<file path="config.mk">
export PLATFORM = sky130hd
export DESIGN_NAME = dmem_arbiter
export DESIGN_NICKNAME = d
export VERILOG_FILES = /design/src/rtl/dmem_arbiter.sv
export SDC_FILE = /design/constraint.sdc
export NUM_CORES = 1
export LEC_CHECK = 0
export CORE_AREA = 3 3 203 205
export DETAILED_ROUTE_END_ITERATION = 12
export DIE_AREA = 0 0 206 208
export SETUP_SLACK_MARGIN = 0.15
export SYNTH_ARGS = -nofsm -noshare
export SYNTH_HDL_FRONTEND = slang
export SYNTH_SLANG_ARGS = --single-unit
</file>
<file path="constraint.sdc">
create_clock -name clk -period 15.4 [get_ports clk]
set_clock_uncertainty 0.2 [all_clocks]
set_input_delay 3.08 -clock clk [delete_from_list [all_inputs] [get_ports clk]]
set_output_delay 3.08 -clock clk [all_outputs]
set_load 0.01 [all_outputs]
</file>
<file path="src/rtl/dmem_arbiter.sv">
// Shares one single-port data memory between the CPU datapath and an auxiliary
// master. Fixed CPU priority, with aux promoted after MAX_WAIT lost conflicts.
module dmem_arbiter #(
  parameter int ADDR_W   = 64,
  parameter int DATA_W   = 64,
  parameter int MEM_LAT  = 1,
  parameter int MAX_WAIT = 4
) (
  input  logic              clk,
  input  logic              rst,
  input  logic              cpu_req,
  input  logic              cpu_we,
  input  logic [ADDR_W-1:0] cpu_addr,
  input  logic [DATA_W-1:0] cpu_wdata,
  output logic              cpu_gnt,
  output logic              cpu_done,
  input  logic              aux_req,
  input  logic              aux_we,
  input  logic [ADDR_W-1:0] aux_addr,
  input  logic [DATA_W-1:0] aux_wdata,
  output logic              aux_gnt,
  output logic              aux_done,
  output logic [DATA_W-1:0] rdata,
  output logic [ADDR_W-1:0] mem_addr,
  output logic [DATA_W-1:0] mem_wdata,
  output logic              mem_wr,
  input  logic [DATA_W-1:0] mem_rdata,
  output logic              busy
);

  generate
    if (MEM_LAT < 1 || MEM_LAT > 15) begin : g_bad_mem_lat
      $error("dmem_arbiter: MEM_LAT must be in 1..15");
    end
    if (MAX_WAIT < 1 || MAX_WAIT > 15) begin : g_bad_max_wait
      $error("dmem_arbiter: MAX_WAIT must be in 1..15");
    end
  endgenerate

  localparam logic [3:0] LAT_INIT = 4'(MEM_LAT - 1);
  localparam logic [3:0] WAIT_MAX = 4'(MAX_WAIT);

  typedef enum logic [1:0] {IDLE, ACCESS, RESP} state_t;

  state_t              state_q, state_d;
  logic [3:0]          lat_cnt_q, lat_cnt_d;
  logic [3:0]          wait_cnt_q, wait_cnt_d;
  logic                owner_q, owner_d;   // 0 = CPU, 1 = aux
  logic                we_q, we_d;
  logic                first_q, first_d;   // marks the first ACCESS cycle
  logic [ADDR_W-1:0]   addr_q, addr_d;
  logic [DATA_W-1:0]   wdata_q, wdata_d;
  logic [DATA_W-1:0]   rdata_q, rdata_d;
  logic                grant_aux;

  always_ff @(posedge clk or posedge rst) begin
    if (rst) begin
      state_q    <= IDLE;
      lat_cnt_q  <= '0;
      wait_cnt_q <= '0;
      owner_q    <= 1'b0;
      we_q       <= 1'b0;
      first_q    <= 1'b0;
      addr_q     <= '0;
      wdata_q    <= '0;
      rdata_q    <= '0;
    end else begin
      state_q    <= state_d;
      lat_cnt_q  <= lat_cnt_d;
      wait_cnt_q <= wait_cnt_d;
      owner_q    <= owner_d;
      we_q       <= we_d;
      first_q    <= first_d;
      addr_q     <= addr_d;
      wdata_q    <= wdata_d;
      rdata_q    <= rdata_d;
    end
  end

  always_comb begin
    state_d    = state_q;
    lat_cnt_d  = lat_cnt_q;
    wait_cnt_d = wait_cnt_q;
    owner_d    = owner_q;
    we_d       = we_q;
    first_d    = first_q;
    addr_d     = addr_q;
    wdata_d    = wdata_q;
    rdata_d    = rdata_q;
    grant_aux  = aux_req && (!cpu_req || (wait_cnt_q == WAIT_MAX));
    case (state_q)
      IDLE: begin
        if (cpu_req || aux_req) begin
          state_d   = ACCESS;
          owner_d   = grant_aux;
          we_d      = grant_aux ? aux_we    : cpu_we;
          addr_d    = grant_aux ? aux_addr  : cpu_addr;
          wdata_d   = grant_aux ? aux_wdata : cpu_wdata;
          lat_cnt_d = LAT_INIT;
          first_d   = 1'b1;
        end
        // Aging only accumulates while aux keeps asking and keeps losing.
        if (!aux_req || grant_aux) begin
          wait_cnt_d = '0;
        end else if (wait_cnt_q != WAIT_MAX) begin
          wait_cnt_d = wait_cnt_q + 4'd1;
        end
      end
      ACCESS: begin
        first_d = 1'b0;
        if (lat_cnt_q == 4'd0) begin
          state_d = RESP;
          if (!we_q) rdata_d = mem_rdata;
        end else begin
          lat_cnt_d = lat_cnt_q - 4'd1;
        end
      end
      RESP:    state_d = IDLE;
      default: state_d = IDLE;
    endcase
  end

  // Every output decodes registered state, so rst clears them asynchronously.
  assign busy      = (state_q != IDLE);
  assign cpu_gnt   = (state_q == ACCESS) && first_q && !owner_q;
  assign aux_gnt   = (state_q == ACCESS) && first_q &&  owner_q;
  assign cpu_done  = (state_q == RESP) && !owner_q;
  assign aux_done  = (state_q == RESP) &&  owner_q;
  assign mem_wr    = (state_q == ACCESS) && first_q && we_q;
  assign mem_addr  = addr_q;
  assign mem_wdata = wdata_q;
  assign rdata     = rdata_q;

endmodule

</file>
==> results.md <==
- Outcome: completed
- Mapped cell area: 9870 um^2
- Post-DRT Antenna Nets: 0
- WS Path Type: input pin to register
- Sum of negative setup slack: 0 ns
- Vias per Instance: 5.13
- Gr usage total: 0.177
- Yosys warnings: 0
- IO Count: 524
- Cell count after synthesis: 968
- Power share of the clock group: 0.199
- Sequential area share after synthesis: 0.520
- Relative slew slack: 0.245
- TritonCTS clock tree: done
- Post-CTS resize count: 0
- Hold Path Class: register to register
- Number of global-route vias before repair: 10000
- CTS Buf Count: 24
- Post-CTS Setup Bufs: 0
- Worst-path maximum fanout: 69
- EDFF count, synth: 0
- Row count: 73
- # placed instances: 1906
- Root buffer cell: clkbuf_16
- Core area: 39600 um^2
- Initial Util: 0.249
- Max_cap viols: 0
- Worst hold start: rdata[25]
- H-Tree Depth: 1
- 1st-pass router iterations: 4
- Syn nets: 1298
- Final HPWL DP: 27400 um
- Area contributors post-synth: dfrtp_1 52%, o211ai_1 9.8%, a31oi_1 8.2%, a21oi_1 6.6%, nand3_1 6.6%
- FMAX: 162 MHz
- CTS Hold Bufs: 0
- # setup viols final: 0
- Yosys top cell by area: dfrtp_1
- Initial antenna violation count: 1
- Slew Limit Fails: 0
- Clock period minus worst slack: 6.19 ns
- Flop pwr share: 0.335
- Crit. End Element: register
- Met3 wire length: 4050 um
- Clk_lat worst skew: 0.54 ns
- Worst reg-to-reg path cell count: 5
- Die area: 42800 um^2
- Routed via count: 10000
- Worst hold path depth: 1
- Total grt overflow: 0
- Top cells by count, synth: 205 x dfrtp_1, 131 x a21oi_1, 130 x nand3_1, 129 x a31oi_1, 129 x o211ai_1
- WL met2: 19200 um
- DR DRC count: 0
- Most common cell in the netlist: dfrtp_1
- Number of buffers added on ports: 523
- Avg Cell Area, Syn: 10.2 um^2
- Largest net degree at the start of global routing: 84
- GPL Wtd Cong: 0.803
- Non-Filler Instances: 1951
- CTS sink count: 205
- Crit start category: input pin
- Synth top area share: 0.520
- Worst VDD drop: 77.1 uV
- Ys flop type: dfrtp_1
- Top Metal Used: met4
- Net Sw Frac: 0.350
- Leakage power total: 6.17 nW
- Worst EP required: 15.63 ns
- Iter 0 DRT Violations: 494
- First-pass GRT wire length: 60300 um
- Worst-Margin Slew: 1.13 ns
- Synth-to-layout area growth: 63.7%
- Critical path data arrival time: 6.41 ns
- Final Cycle Share: 0.402
- Distinct cells, synth: 40
- Worst-path clk slew: 0.06 ns
- Nets@finish: 1737
- RR Startpoint: state_q[0]
- Wirelength per Cell: 20.9 um
- Worst setup path startpoint: cpu_req
- Asr flop ratio synth: 1.00
- Switch Pwr: 1.02 mW
- Internal Pwr Total: 1.89 mW
- DIE HEIGHT: 208 um
- Comb power frac: 0.467
- Die Wd: 206 um
- Hold Fails Final Rpt: 0
- FF+latch count, synth: 205
- Detailed Route WL: 40800 um
- RSZ-0062 raised after global routing: false
- Share of post-route cells with drive strength above 1: 0.0667
- Longest Clk Path Bufs: 3
- Cell Pwr Density: 180 nW/um^2
- Met1 wire length: 16100 um
==> final cells by class <==
class                      count  area [um^2]
fill                        3909        23500
sequential                   205         5130
clock inverter                 6         66.3
inverter                       8         40.0
clock buffer                  38          733
timing repair buffer         536         5330
multi-input combinational    632         4190
tap                          525          657
antenna                        1         2.50
==> power by group through the flow <==
stage                     Sequential, mW  Clock (mW)  Combinational (mW)
after floorplan                     1.07           0               0.501
after global placement             0.972           0                1.37
after detailed placement           0.981           0                1.38
after CTS                          0.978       0.595                1.38
after global routing                1.01       0.617                1.47
final                              0.975       0.578                1.36
==> state kept, by name, indices dropped and copies added, names as in the netlist <==
signal      flops
first_q         1
we_q            1
mem_wdata      64
state_q         2
owner_q         1
mem_addr       64
wait_cnt_q      4
rdata          64
lat_cnt_q       4
==> per-stage QoR <==
stage | hold slack, ns | cell area [um^2] | worst slack (ns) | total power [mW] | util
after floorplan | 0.278 | 9870 | 6.52 | 1.57 | -
after global placement | 0.266 | 15400 | 8.64 | 2.34 | 0.387
after detailed placement | 0.274 | 15400 | 8.66 | 2.36 | 0.387
after CTS | 0.287 | 16200 | 9.23 | 2.95 | 0.407
after global routing | 0.292 | 16200 | 9.05 | 3.09 | 0.407
final | 0.281 | 16200 | 9.21 | 2.91 | 0.407
==> cells in the final DEF, fill, tap and decap left out, types with 2 or more instances in the layout <==
master,Yosys,layout
and3_1,2,2
nor3_1,3,3
nand2b_4,2,3
clkinv_2,0,4
nand4b_1,3,3
buf_4,0,14
clkdlybuf4s50_1,0,522
o211ai_1,129,129
nor2_1,3,3
nand3_1,130,130
clkbuf_8,0,8
mux2_2,31,31
a31oi_1,129,129
clkbuf_16,0,24
dfrtp_1,205,205
o21ai_0,2,2
o31ai_1,2,2
clkbuf_1,93,6
inv_1,7,5
mux2_1,34,34
nand2_1,7,7
a21oi_1,131,131
ha_1,4,4
==> metal layers <==
metal | vias to the layer above | track usage
met5 | - | 0
met4 | 0 | 0.0550
met3 | 70 | 0.0566
met2 | 490 | 0.300
met1 | 4856 | 0.215
li1 | 4595 | -
==> cell families after synthesis <==
family / Yosys count / share of synthesized area
adders and majority gates: 4 / 0.00507
DFF: 205 / 0.520
buffers and inverters: 131 / 0.0572
and+or+nand+nor: 164 / 0.0897
muxes: 66 / 0.0752
AOI/OAI and AO/OA: 398 / 0.253
==> worst max-delay path, stage by stage <==
cell	delay, ns
clkdlybuf4s50_1	0.62
or2_4	0.62
and2_4	0.79
buf_4	0.71
mux2_2	0.40
==> final timing paths <==
check	to	slack, ns
min in group asynchronous	rdata[1]	2.79
max in group asynchronous	mem_addr[19]	10.77
setup / recovery	owner_q	9.21
setup reg to reg	owner_q	11.86
hold / removal	rdata[25]	0.28
hold reg to reg	rdata[25]	0.28
Power figures use the tool's default switching activity.
